**src/rtl/rst_req_ctrl.sv**
```systemverilog
// rst_req_ctrl: internal SoC reset-request generator.
// Raises a fixed-length, active-low reset request from a software request
// or a watchdog expiry, then enforces a hold-off window before the next one.
// Lives in the always-on POR domain: only rstn_i resets it, never its own
// request output.
module rst_req_ctrl #(
    parameter int RST_LEN   = 16,
    parameter int HOLDOFF   = 8,
    parameter int WDT_WIDTH = 32
) (
    input  logic                 clk_i,
    input  logic                 rstn_i,
    input  logic                 testmode_i,
    input  logic                 sw_rst_req_i,
    input  logic                 wdt_en_i,
    input  logic                 wdt_kick_i,
    input  logic [WDT_WIDTH-1:0] wdt_timeout_i,
    input  logic                 cause_clr_i,
    output logic                 rst_req_no,
    output logic [1:0]           rst_cause_o,
    output logic                 busy_o,
    output logic [WDT_WIDTH-1:0] wdt_cnt_o
);

    // One shared down-counter times both ASSERT and HOLDOFF.
    localparam int MAX_LEN = (RST_LEN > HOLDOFF) ? RST_LEN : HOLDOFF;
    localparam int CW      = $clog2(MAX_LEN + 1);

    localparam logic [CW-1:0] ASSERT_LOAD = CW'(RST_LEN - 1);
    localparam logic [CW-1:0] HOLD_LOAD   = CW'(HOLDOFF - 1);

    localparam logic [1:0] CAUSE_NONE = 2'b00;
    localparam logic [1:0] CAUSE_SW   = 2'b01;
    localparam logic [1:0] CAUSE_WDT  = 2'b10;

    typedef enum logic [1:0] {
        ST_IDLE    = 2'b00,
        ST_ASSERT  = 2'b01,
        ST_HOLDOFF = 2'b10
    } state_t;

    state_t               state_q, state_d;
    logic [CW-1:0]        dly_q, dly_d;
    logic [1:0]           cause_q, cause_d;
    logic [WDT_WIDTH-1:0] wdt_cnt_q, wdt_cnt_d;
    logic                 req_n_q, req_n_d;
    logic                 busy_q, busy_d;

    logic wdt_run;
    logic wdt_at_limit;
    logic wdt_expire;
    logic trigger;

    // Watchdog: counts only while idle and enabled; kick beats expiry,
    // expiry restarts from zero, and the count saturates instead of wrapping.
    always_comb begin
        // NOTE: every always_comb output gets a default first so no path
        // through the block leaves it unassigned (which would infer a latch).
        wdt_cnt_d    = '0;
        wdt_run      = (state_q == ST_IDLE) && wdt_en_i &&
                       (wdt_timeout_i != '0) && !testmode_i;
        wdt_at_limit = (wdt_cnt_q == wdt_timeout_i - WDT_WIDTH'(1));
        wdt_expire   = wdt_run && !wdt_kick_i && wdt_at_limit;
        if (wdt_run && !wdt_kick_i && !wdt_at_limit) begin
            wdt_cnt_d = (wdt_cnt_q == '1) ? wdt_cnt_q : wdt_cnt_q + WDT_WIDTH'(1);
        end
    end

    // Request sources; test mode suppresses both.
    assign trigger = !testmode_i && (sw_rst_req_i || wdt_expire);

    // FSM next state, delay counter, sticky cause and registered outputs.
    always_comb begin
        state_d = state_q;
        dly_d   = dly_q;
        cause_d = cause_clr_i ? CAUSE_NONE : cause_q;

        case (state_q)
            ST_IDLE: begin
                if (trigger) begin
                    state_d = ST_ASSERT;
                    dly_d   = ASSERT_LOAD;
                    // Software wins a tie with the watchdog; a new cause
                    // overrides a same-cycle clear.
                    cause_d = sw_rst_req_i ? CAUSE_SW : CAUSE_WDT;
                end
            end
            ST_ASSERT: begin
                if (dly_q == '0) begin
                    state_d = ST_HOLDOFF;
                    dly_d   = HOLD_LOAD;
                end else begin
                    dly_d = dly_q - CW'(1);
                end
            end
            ST_HOLDOFF: begin
                if (dly_q == '0) begin
                    state_d = ST_IDLE;
                    dly_d   = '0;
                end else begin
                    dly_d = dly_q - CW'(1);
                end
            end
            default: begin
                state_d = ST_IDLE;
                dly_d   = '0;
            end
        endcase

        // Test mode aborts any sequence and parks the FSM in IDLE.
        if (testmode_i) begin
            state_d = ST_IDLE;
            dly_d   = '0;
        end

        // Outputs are decoded from the next state so they leave a flop.
        req_n_d = (state_d != ST_ASSERT);
        busy_d  = (state_d != ST_IDLE);
    end

    // State and output registers, cleared only by the pad/POR reset.
    always_ff @(posedge clk_i or negedge rstn_i) begin
        if (!rstn_i) begin
            state_q   <= ST_IDLE;
            dly_q     <= '0;
            cause_q   <= CAUSE_NONE;
            wdt_cnt_q <= '0;
            req_n_q   <= 1'b1;
            busy_q    <= 1'b0;
        end else begin
            // NOTE: sequential state uses non-blocking assignments so every
            // register samples pre-edge values regardless of statement order.
            state_q   <= state_d;
            dly_q     <= dly_d;
            cause_q   <= cause_d;
            wdt_cnt_q <= wdt_cnt_d;
            req_n_q   <= req_n_d;
            busy_q    <= busy_d;
        end
    end

    assign rst_req_no  = req_n_q;
    assign rst_cause_o = cause_q;
    assign busy_o      = busy_q;
    assign wdt_cnt_o   = wdt_cnt_q;

endmodule

```
**config.mk**
```make
export PLATFORM = sky130hd
export DESIGN_NAME = rst_req_ctrl
export DESIGN_NICKNAME = d
export VERILOG_FILES = /design/src/rtl/rst_req_ctrl.sv
export SDC_FILE = /design/constraint.sdc
export NUM_CORES = 1
export LEC_CHECK = 0
export BUFFER_PORTS_ARGS = -buffer_cell sky130_fd_sc_hd__buf_2
export CORE_AREA = 2 2 80 82
export DETAILED_ROUTE_END_ITERATION = 10
export DIE_AREA = 0 0 82 84
export GPL_TIMING_DRIVEN = 1
export PLACE_DENSITY = 0.85
export SYNTH_ARGS = -nofsm -noshare
export SYNTH_HDL_FRONTEND = slang
export SYNTH_SLANG_ARGS = --single-unit
```
**constraint.sdc**
```tcl
create_clock -name clk_i -period 5.45 [get_ports clk_i]
set_input_delay 1.3625 -clock clk_i [delete_from_list [all_inputs] [get_ports clk_i]]
set_output_delay 1.3625 -clock clk_i [all_outputs]
set_load 0.005 [all_outputs]
```
Word-level counts from Yosys, hierarchy flattened
Index checks and enable logic that the tools add are counted.

operators by class
  divide/modulo/power cells = 0
  equality and inequality tests = 7
  shift-type cells = 0
  $add $sub $neg = 3
  mux-type cells = 16
  multipliers = 0
  $lt $le $gt $ge = 0
  bitwise gates (word level) = 0
  reduce and logical (&&, ||, !) cells = 15

operators by type and width
  cell                   number
  $mux 32                2
  $add 32x1->32 const B  1
  $eq 32x32->1           1
  $eq 32x32->1 const B   1
  $reduce_bool 32->1     1
  $sub 32x1->32 const B  1
  $mux 5                 4
  $mux 2                 8
  $pmux 5 s3             1
  $logic_and 1x1->1      7
  $pmux 2 s3             1
  $logic_not 5->1        1
  $sub 5x1->5 const B    1
  $logic_not 1->1        3
  $ne 3x3->1 const B     1
  $eq 2x1->1 const B     1
  $eq 2x2->1 const B     1
  $logic_not 2->1        1
  $ne 2x1->1 const B     1
  $ne 2x2->1 const B     1
  $reduce_bool 2->1      1
  $logic_or 1x1->1       1

storage, ports and cells
  bits in latches = 0
  memories kept = 0
  register bits = 43
  output and inout bits = 36
  memory bits (writable) = 0
  bits of input ports = 39
  logic and storage cells = 47
  memory bits (read-only) = 0

Longest topological paths before layout
Gate-level depths: netlist of run 1.

  depth in word-level cells = 12
  gate-level depth with buffers = 11

Worst setup path after synthesis of run 1
OpenSTA, ideal clock, no wires.

  path type = input to register
  from = input wdt_timeout_i[2]
  to = register cause_q[0], in the netlist rst_cause_o[0]
  path buffers = 3
  path slack = 1.367 ns
  stages on the path = 11
  arrival time = 3.961 ns
  data required time = 5.328 ns
  path through = buf_6 -> or4_1 -> buf_2 -> or3_4 -> a2111oi_4 -> nand2_1 -> nor2_1 -> nand4_1 -> or4b_1 -> buf_6 -> a32o_1

on the way
  word-level cells in the longest chain between the ends = 9
  elaborated cells between the ends (all ways) = 11
  classes of those cells = add/sub (1); eq/ne (1); mux (2); reduce/logical (7)

ends and longest elaborated chain
  element                                                                RTL line  source
  from (decl)                                                            17        input logic [WDT_WIDTH-1:0] wdt_timeout_i,
  parallel branches: the longest is 4 deep, another holds $sub 32x1->32  --
  $logic_and 1x1->1 (*)                                                  63        wdt_expire = wdt_run && !wdt_kick_i && wdt_at_limit;
  $logic_or 1x1->1 (*)                                                   70        assign trigger = !testmode_i && (sw_rst_req_i || wdt_expire);
  $logic_and 1x1->1 (*)                                                  70
  $mux 2 (*)                                                             80        if (trigger) begin
  $mux 2 (*)                                                             78        case (state_q)
  via cause_d[0]                                                         44        logic [1:0] cause_q, cause_d;
  to (signal assigned)                                                   135       cause_q <= cause_d;
  to (decl)                                                              44

Mark *: on every way through the listed nets, which the timed path passes.
A chain may end at the register's enable or synchronous reset.

Worst setup path in the final report of run 1
  from = input wdt_timeout_i[0]
  to = register cause_q[0], in the netlist rst_cause_o[0]

The elaborated chain is that of the path after synthesis.

==> impl.org, run 1 <==
** Status
- The run finished with clean final reports.

** Die
- The die is 82 um wide.
- Site Rows :: 29
- The core region is 0.006096 mm^2.
- Initial Utilization :: 57.84%
- Top-Level Pins :: 75
- The die covers 0.006888 mm^2.
- The die is 84 um tall.

** GRT
- For this run, the total global-route usage over all layers was measured as 28.99%.
- First-pass GRT wire length :: 15640 um
- The initial antenna violation count was 0.
- Pin count of the biggest net entering global routing :: 44
- The number of global-route vias before repair came to 3319.
- Total congestion overflow :: 0

** STA
- The count of final max-slew check failures is 0.
- Setup repair after global routing left no endpoint under its margin.
- Setup violations remaining at the end of the flow were counted as 0.
- Tmin final :: 4.294 ns
- Setup Total Neg Slack :: 0 ns
- Dividing the final minimum period by the clock period gives 78.78%.
- Worst clock skew :: 0.01166 ns
- Number of hold violations in the final report :: 0
- Across all setup checks in the final design, the least slack found is 1.156 ns.
- Slew margin rel. :: 27.65%
- At the pin with the least slew margin, the transition time is 1.075 ns.
- Highest achievable clock rate :: 232.9 MHz

** Place
- Routability-driven placement finished with a final weighted congestion of 1.011.
- Pre-CTS setup slack :: 0.8985 ns
- Post-detailed-placement half-perimeter wirelength :: 7231 um
- Count of buffers inserted at the top-level ports :: 74

** Logic synthesis
- Seq cells post-synth :: 43
- Avg Inst Size Synth :: 8.219 um^2
- Post-synth EDFFs :: 0
- For this run, the register share of the synthesized area comes to 30.55%.
- In this run the cell area of the synthesized design comes to 0.003526 mm^2.
- Of all flip-flops after synthesis, the portion carrying an async set or reset was 100.0%.
- Syn Nets :: 472
- During synthesis, Yosys emitted a total of 0 warnings.
- The synthesized netlist contains 61 unique library cells.
- Gate Count Post-Synth :: 429
- Among all flip-flop cells after synthesis, the most frequent one is sky130_fd_sc_hd__dfrtp_1.

** Clock tree
- Buffers inserted during clock tree synthesis total 5.
- Number of buffers inserted for hold repair after clock tree synthesis :: 0
- Clk slew on worst S/H paths :: 0.07 ns
- Counting along the longest clock path gives a buffer depth of 2.
- Master cell of the clock root buffer :: sky130_fd_sc_hd__clkbuf_8
- In this run the number of H-tree levels came out at 2.
- Number of buffers inserted to repair setup after CTS :: 0
- Number of gates given a new drive strength after cts :: 0
- Number of clock sinks :: 43
- CTS tree :: done
- Clock network latency to the later pin of the worst-skew pair :: 0.30 ns

** Setup path
- Data required time of the critical path :: 5.64 ns
- Crit path launch :: wdt_timeout_i[0]
- Sort of element at the end of the critical path :: flop
- The startpoint identified for the worst register-to-register timing path is wdt_cnt_o[18]$_DFFE_PN0P_.
- Among all stages on the critical path, the largest delay is contributed by sky130_fd_sc_hd__or4b_1.
- In this run the worst path has a maximum fanout of 10.
- Category of the critical setup timing path :: in2reg
- CP startpoint kind :: primary input
- Delay of the slowest cell on the worst path :: 0.74 ns
- CP Data Arrival Time :: 4.48 ns
- The critical path goes through buf_2, inv_1, ha_1, nor4b_4, nand4b_1, or3_1, a211oi_1, a311o_1, nand2_1, or4b_1, a32o_1.

** Route
- The final route contains 3498 vias.
- After detailed routing, the total wire length is 9466 um.
- Antenna-violating nets left :: 0
- For this block, the initial DRC count from the detailed router was 283.
- Via density per instance :: 6.073
- After detailed routing, the average wire length per cell comes to 16.43 um.
- Before antenna repair, the detailed router went through 5 iterations.
- In the routed design, unresolved DRC markers number 0.

** Layout
- Summing all flip-flop and latch instances after layout gives 0.001077 mm^2.
- From synthesis to final layout, the design area changed by 16.04%.
- Counting the fill cells in the layout gives 526.
- Total number of nets in the final design :: 541
- The post-route netlist has 19.84% of its cells at a drive strength greater than 1.
- 0 antenna diodes ended up in the layout.
- Area taken by multi-input logic gates :: 0.002312 mm^2

** Power
- Static Leakage :: 1.624 nW
- Dividing total power by cell area gives a power density of 191.7 mW/mm^2.
- Largest vdd supply drop :: 0.0001074 V
- Total power consumption of the routed design :: 0.0007842 W

** Run
- Max-cap violations in this run came to 0.

** Min path
- Worst hold path class :: reg2reg
- Startpoint of the worst hold path :: rst_cause_o[0]$_DFF_PN0_
==> final cells by class <==
type                       instances  area share (%)
clock buffer                       6           1.774
inverter                          16           1.468
sequential                        43           26.33
tap                               77           2.355
clock inverter                     2           1.468
timing repair buffer              78           10.09
multi-input combinational        354           56.51
==> per-stage QoR <==
| stage | std cells | area (um^2) | utilization (%) | hold WS (ns) |
|---|---|---|---|---|
| floorplan | 429 | 3526 | - | 0.5176 |
| global placement | 568 | 3959 | 64.94 | 0.5124 |
| detailed placement | 568 | 3959 | 64.94 | 0.5143 |
| CTS | 576 | 4091 | 67.12 | 0.5326 |
| global route | 576 | 4091 | 67.12 | 0.5755 |
| finish | 576 | 4091 | 67.12 | 0.5302 |
==> cells in the mapped netlist, types with 2 or more instances <==
cell	n	area, um^2
sky130_fd_sc_hd__nand3_1	12	60.06
sky130_fd_sc_hd__nand4_1	17	106.4
sky130_fd_sc_hd__dfrtp_1	42	1051
sky130_fd_sc_hd__clkbuf_1	9	33.78
sky130_fd_sc_hd__nor4_1	17	106.4
sky130_fd_sc_hd__nand3b_1	3	22.52
sky130_fd_sc_hd__or3_1	7	43.79
sky130_fd_sc_hd__inv_1	16	60.06
sky130_fd_sc_hd__nand2_1	33	123.9
sky130_fd_sc_hd__or2_2	2	12.51
sky130_fd_sc_hd__or4_1	4	30.03
sky130_fd_sc_hd__and2_1	2	12.51
sky130_fd_sc_hd__xnor2_1	52	455.4
sky130_fd_sc_hd__nor4_2	2	25.02
sky130_fd_sc_hd__nand4b_1	4	35.03
sky130_fd_sc_hd__nor2b_1	4	25.02
sky130_fd_sc_hd__xor2_1	24	210.2
sky130_fd_sc_hd__a21oi_1	13	65.06
sky130_fd_sc_hd__a211oi_1	8	60.06
sky130_fd_sc_hd__nor2_1	58	217.7
sky130_fd_sc_hd__buf_2	4	20.02
sky130_fd_sc_hd__nor4b_1	2	17.52
sky130_fd_sc_hd__o21ai_0	9	45.04
sky130_fd_sc_hd__and4_1	2	17.52
sky130_fd_sc_hd__a221oi_2	2	30.03
sky130_fd_sc_hd__o31ai_1	2	15.01
sky130_fd_sc_hd__nor3_1	28	140.1
sky130_fd_sc_hd__buf_6	2	22.52
sky130_fd_sc_hd__and3_1	9	56.30
sky130_fd_sc_hd__ha_1	4	50.05
sky130_fd_sc_hd__a31oi_1	5	31.28
sky130_fd_sc_hd__a21boi_0	2	15.01
==> state kept, by name (all words and copies together) (netlist names) <==
register / cells
dly_q: 5
rst_req_no: 1
busy_o: 1
state_q: 2
rst_cause_o: 2
wdt_cnt_o: 32
==> where the power goes <==
part	switching, W	internal (W)	leakage, nW
Sequential	0.0000110	0.000329	0.588
Combinational	0.0000876	0.0000596	0.971
Clock	0.000114	0.000183	0.0654
Total	0.000212	0.000572	1.62
==> final timing paths <==
path | depth (start not counted) | endpoint | slack (ns)
min in group asynchronous | 1 | wdt_cnt_o[5]$_DFFE_PN0P_ | 1.22
worst max register to register | 8 | wdt_cnt_o[21]$_DFFE_PN0P_ | 2.15
worst min-delay path | 1 | rst_cause_o[0]$_DFF_PN0_ | 0.53
worst max-delay path | 11 | rst_cause_o[0]$_DFF_PN0_ | 1.16
max in group asynchronous | 1 | wdt_cnt_o[27]$_DFFE_PN0P_ | 3.63
worst min register to register | 1 | rst_cause_o[0]$_DFF_PN0_ | 0.53
==> kinds of logic (layout without fill, tap and decap cells) <==
logic type      after synthesis  after routing  share of synthesized area [%]
buf+inv                      32            102                          3.974
compound gates               59             59                          12.28
flops                        43             43                          30.55
fa+ha+maj                     4              4                          1.420
simple gates                215            215                          32.90
xor+xnor                     76             76                          18.88
==> placed cells by master (no fill, tap or decap), types with 3 or more instances in the layout <==
master	instances
sky130_fd_sc_hd__nor2_1	58
sky130_fd_sc_hd__or3_1	7
sky130_fd_sc_hd__nand3_1	12
sky130_fd_sc_hd__ha_1	4
sky130_fd_sc_hd__nand3b_1	3
sky130_fd_sc_hd__o21ai_0	9
sky130_fd_sc_hd__xnor2_1	52
sky130_fd_sc_hd__nand2_1	33
sky130_fd_sc_hd__inv_1	16
sky130_fd_sc_hd__clkbuf_8	5
sky130_fd_sc_hd__a31oi_1	5
sky130_fd_sc_hd__and3_1	9
sky130_fd_sc_hd__a21oi_1	13
sky130_fd_sc_hd__nor3_1	28
sky130_fd_sc_hd__nand4_1	17
sky130_fd_sc_hd__or4_1	4
sky130_fd_sc_hd__nand4b_1	4
sky130_fd_sc_hd__xor2_1	24
sky130_fd_sc_hd__nor2b_1	4
sky130_fd_sc_hd__nor4_1	17
sky130_fd_sc_hd__buf_2	74
sky130_fd_sc_hd__a211oi_1	8
sky130_fd_sc_hd__buf_4	3
sky130_fd_sc_hd__dfrtp_1	42
==> worst max-delay path: cells and delay by family <==
| kind | cells | cell delay, ns |
|---|---|---|
| AND/OR/NAND/NOR | 5 | 1.95 |
| buffers and inverters | 2 | 0.21 |
| adder cells (fa/ha/maj) | 1 | 0.21 |
| AO/OA/AOI/OAI | 3 | 0.75 |
==> metal layers <==
layer	up-vias	routed length, um	track usage [%]
met5	-	0	0
met4	0	129	9.545
met3	15	585	3.896
met2	134	4604	46.27
met1	1667	4146	40.17
li1	1682	-	-
No activity file was read; power rests on OpenSTA's default activity.
==> run 2: changes to the inputs <==
--- a/config.mk
+++ b/config.mk
@@ -6,11 +6,11 @@
 export NUM_CORES = 1
 export LEC_CHECK = 0
 export BUFFER_PORTS_ARGS = -buffer_cell sky130_fd_sc_hd__buf_2
-export CORE_AREA = 2 2 80 82
+export CORE_AREA = 2 2 83 85
 export DETAILED_ROUTE_END_ITERATION = 10
-export DIE_AREA = 0 0 82 84
+export DIE_AREA = 0 0 85 87
 export GPL_TIMING_DRIVEN = 1
-export PLACE_DENSITY = 0.85
+export PLACE_DENSITY = 0.8
 export SYNTH_ARGS = -nofsm -noshare
 export SYNTH_HDL_FRONTEND = slang
 export SYNTH_SLANG_ARGS = --single-unit
==> constraint.sdc (replaced) <==
create_clock -name clk_i -period 4.45 [get_ports clk_i]
set_input_delay 1.1125 -clock clk_i [delete_from_list [all_inputs] [get_ports clk_i]]
set_output_delay 1.1125 -clock clk_i [all_outputs]
set_load 0.005 [all_outputs]
==> run 2 against run 1 <==
Effect of this change:
- global-route usage is 2.6 points lower
- hold slack better by 0.0059 ns
- power rose by 16%
==> impl.org, run 2 (same netlist as run 1, synthesis figures left out) <==
** Die
- The standard-cell row count came to 30 (was 29).
- The I/O pin total is 75 (unchanged).
- The horizontal die dimension came to 85 um (was 82 um).
- Initial Utilization :: 53.68% (was 57.84%)
- Height of the die :: 87 um (was 84 um)
- The die outline area was 0.007395 mm^2 (was 0.006888 mm^2).
- The standard cell core area came to 0.006569 mm^2 (was 0.006096 mm^2).

** Power
- Reg power frac :: 46.0% (was 43.3%)
- Power per unit of standard cell area :: 222.1 mW/mm^2 (was 191.7 mW/mm^2)
- The total chip power was 0.0009058 W (was 0.0007842 W).
- Net switching power :: 0.0002657 W (was 0.0002124 W)
- P_int :: 0.0006401 W (was 0.0005717 W)
- The switching fraction of total power is 29.33% (was 27.09%).
- The clock network fraction of total power is 33.8% (was 37.9%).
- The maximum VDD drop came to 0.0001743 V (was 0.0001074 V).
- Static Leakage :: 1.618 nW (was 1.624 nW)
- Share of total power in combinational logic :: 20.2% (was 18.8%)

** GRT
- Via count of the first global-routing pass :: 3306 (was 3319)
- The global-route wire length before repair is 15840 um (was 15640 um).
- Total congestion overflow :: 0 (unchanged)
- The pin count of the biggest net entering global routing came to 44 (unchanged).
- The initial antenna violation count was 0 (unchanged).
- The overall routing resource usage is 26.43% (was 28.99%).

** Clock tree
- CTS H-Tree Depth :: 2 (unchanged)
- Number of clock sinks :: 43 (unchanged)
- Master cell of the clock root buffer :: sky130_fd_sc_hd__clkbuf_8 (unchanged)
- Clock network latency to the later pin of the worst-skew pair :: 0.30 ns (about the same)
- Number of buffers created by CTS :: 5 (unchanged)
- CTS tree :: done (unchanged)
- The number of gates resized after cts came to 0 (unchanged).
- Number of buffers inserted for hold repair after clock tree synthesis :: 0 (unchanged)
- Number of buffers inserted to repair setup after CTS :: 0 (unchanged)
- The buffer levels on the longest clock path came to 2 (unchanged).
- Clk slew on worst S/H paths :: 0.08 ns (was 0.07 ns)

** Status
- Run status: finished, final reports clean (unchanged).

** STA
- The final setup violation count was 0 (unchanged).
- Slew margin rel. :: 27.26% (was 27.65%)
- Unrepaired setup endpoints after global routing: no (unchanged).
- The setup clock skew after layout is 0.009105 ns (was 0.01166 ns).
- Number of hold violations in the final report :: 0 (unchanged)
- Max Slew Vio Count :: 0 (unchanged)
- After layout, the worst path uses 88.73% of the clock period.
- The post-route setup TNS is 0 ns (unchanged).
- Tmin final :: 3.948 ns
- For this run, the top clock speed supported by timing is 253.3 MHz.
- Least-Margin Pin Slew :: 1.081 ns (was 1.075 ns)
- Final worst hold slack :: 0.5361 ns (was 0.5302 ns)

** Place
- Post-detailed-placement half-perimeter wirelength :: 7624 um (was 7231 um)
- Routability-driven placement congestion ratio :: 0.9563 (was 1.011)
- The port buffer count is 74 (unchanged).
- The cell area after placement is 0.003973 mm^2 (was 0.003959 mm^2).

** Route
- The wire length per cell was 16.96 um (was 16.43 um).
- The DRC violation count after routing is 0 (unchanged).
- Antenna-violating nets left :: 0 (unchanged)
- Via density per instance :: 6.136 (was 6.073)
- Drt total wl :: 9856 um (was 9466 um)
- Count of TritonRoute iterations in the first routing pass :: 5 (unchanged)
- The total number of vias was 3565 (was 3498).
- Starting DRT DRC Count :: 246 (was 283)

** Layout
- The sequential cell area in the final layout was 0.001077 mm^2 (unchanged).
- Most frequent cells in the layout :: sky130_fd_sc_hd__buf_2, sky130_fd_sc_hd__nor2_1, sky130_fd_sc_hd__xnor2_1 (unchanged)
- The final design utilization was 62.10% (was 67.12%).
- The area of all placed cells without fillers is 0.004079 mm^2 (was 0.004091 mm^2).
- The number of flip-flops in the largest register came to 32 (unchanged).
- The combined area of the multi-input logic cells was 0.002312 mm^2 (unchanged).
- Layout-stage area growth over the synthesis result :: 15.68% (was 16.04%)
- ANT cells :: 0 (unchanged)
- The final-stage net count is 544 (was 541).
- Fraction of layout cells with a size suffix above 1 :: 20.36% (was 19.84%)
- The filler cell count in the final layout is 591 (was 526).
- Most common library cell in the layout ignoring fill and taps :: sky130_fd_sc_hd__buf_2 (unchanged)

** Setup path
- The number of cells traversed by the worst register-to-register path was 8 (unchanged).
- The sort of element at the start of the critical path is a primary input (unchanged).
- Category of the critical setup timing path :: in2reg (unchanged)
- CP Data Arrival Time :: 4.15 ns (was 4.48 ns)
- The required arrival time at the worst endpoint is 4.65 ns (was 5.64 ns).
- Sort of element at the end of the critical path :: flop (unchanged)
- Highest fanout seen on the critical path :: 10 (unchanged)

** Min path
- Worst hold path class :: reg2reg (unchanged)
- The hold-critical path depth was 1 (unchanged).

** Run
- The number of max-cap violations was 0 (unchanged).
-- run 2: changes by cell type in the layout (fill, tap and decap cells not counted), sizes merged --
cell,before,now
bufinv,2,1
clkbuf,6,5
clkinvlp,0,1
buf,78,81
-- run 2: power groups by stage --
| stage | Combinational [W] | Clock, W | Sequential (W) |
|---|---|---|---|
| 3_5_place_dp | 0.000179 | 0 | 0.000424 |
| 2_1_floorplan | 0.000115 | 0 | 0.000418 |
| 3_3_place_gp | 0.000175 | 0 | 0.000424 |
| 5_1_grt | 0.000202 | 0.000322 | 0.000418 |
| 6_report | 0.000183 | 0.000306 | 0.000417 |
| 4_1_cts | 0.000181 | 0.000309 | 0.000416 |
-- run 2: per-stage QoR --
stage	std cells	setup WS (ns)
after floorplan	429	0.6174
after global placement	574	0.3262
after detailed placement	574	0.2115
after CTS	581	0.5249
after global routing	581	0.2860
final	581	0.5016
-- run 2: final cells by class --
type                       instances  area share [%]
clock buffer                       5           1.687
clock inverter                     2          0.9202
inverter                          16           1.472
multi-input combinational        354           56.69
sequential                        43           26.41
tap                               80           2.454
timing repair buffer              81           10.37
-- run 2: critical path: stages --
cell,delay (ns)
sky130_fd_sc_hd__buf_2,0.14
sky130_fd_sc_hd__nor4_4,0.48
sky130_fd_sc_hd__and4_1,0.39
sky130_fd_sc_hd__and2_1,0.25
sky130_fd_sc_hd__xor2_1,0.08
sky130_fd_sc_hd__o311ai_0,0.49
sky130_fd_sc_hd__nand2_1,0.11
sky130_fd_sc_hd__or4b_1,0.74
sky130_fd_sc_hd__a32o_1,0.34
-- run 2: final timing paths --
path / from / to / slack [ns]
worst max-delay path: wdt_timeout_i[9] / rst_cause_o[0]$_DFF_PN0_ / 0.50
min in group asynchronous: rstn_i / wdt_cnt_o[6]$_DFFE_PN0P_ / 0.97
worst min register to register: rst_cause_o[0]$_DFF_PN0_ / rst_cause_o[0]$_DFF_PN0_ / 0.54
worst max register to register: wdt_cnt_o[18]$_DFFE_PN0P_ / wdt_cnt_o[21]$_DFFE_PN0P_ / 1.27
max in group asynchronous: rstn_i / wdt_cnt_o[19]$_DFFE_PN0P_ / 2.87
worst min-delay path: rst_cause_o[0]$_DFF_PN0_ / rst_cause_o[0]$_DFF_PN0_ / 0.54
-- run 2: layer usage --
| metal | wire [um] | GRT usage (%) |
|---|---|---|
| met1 | 4204 | 35.22 |
| met2 | 4751 | 45.10 |
| met3 | 687 | 3.981 |
| met4 | 214 | 6.782 |
| met5 | 0 | 0 |
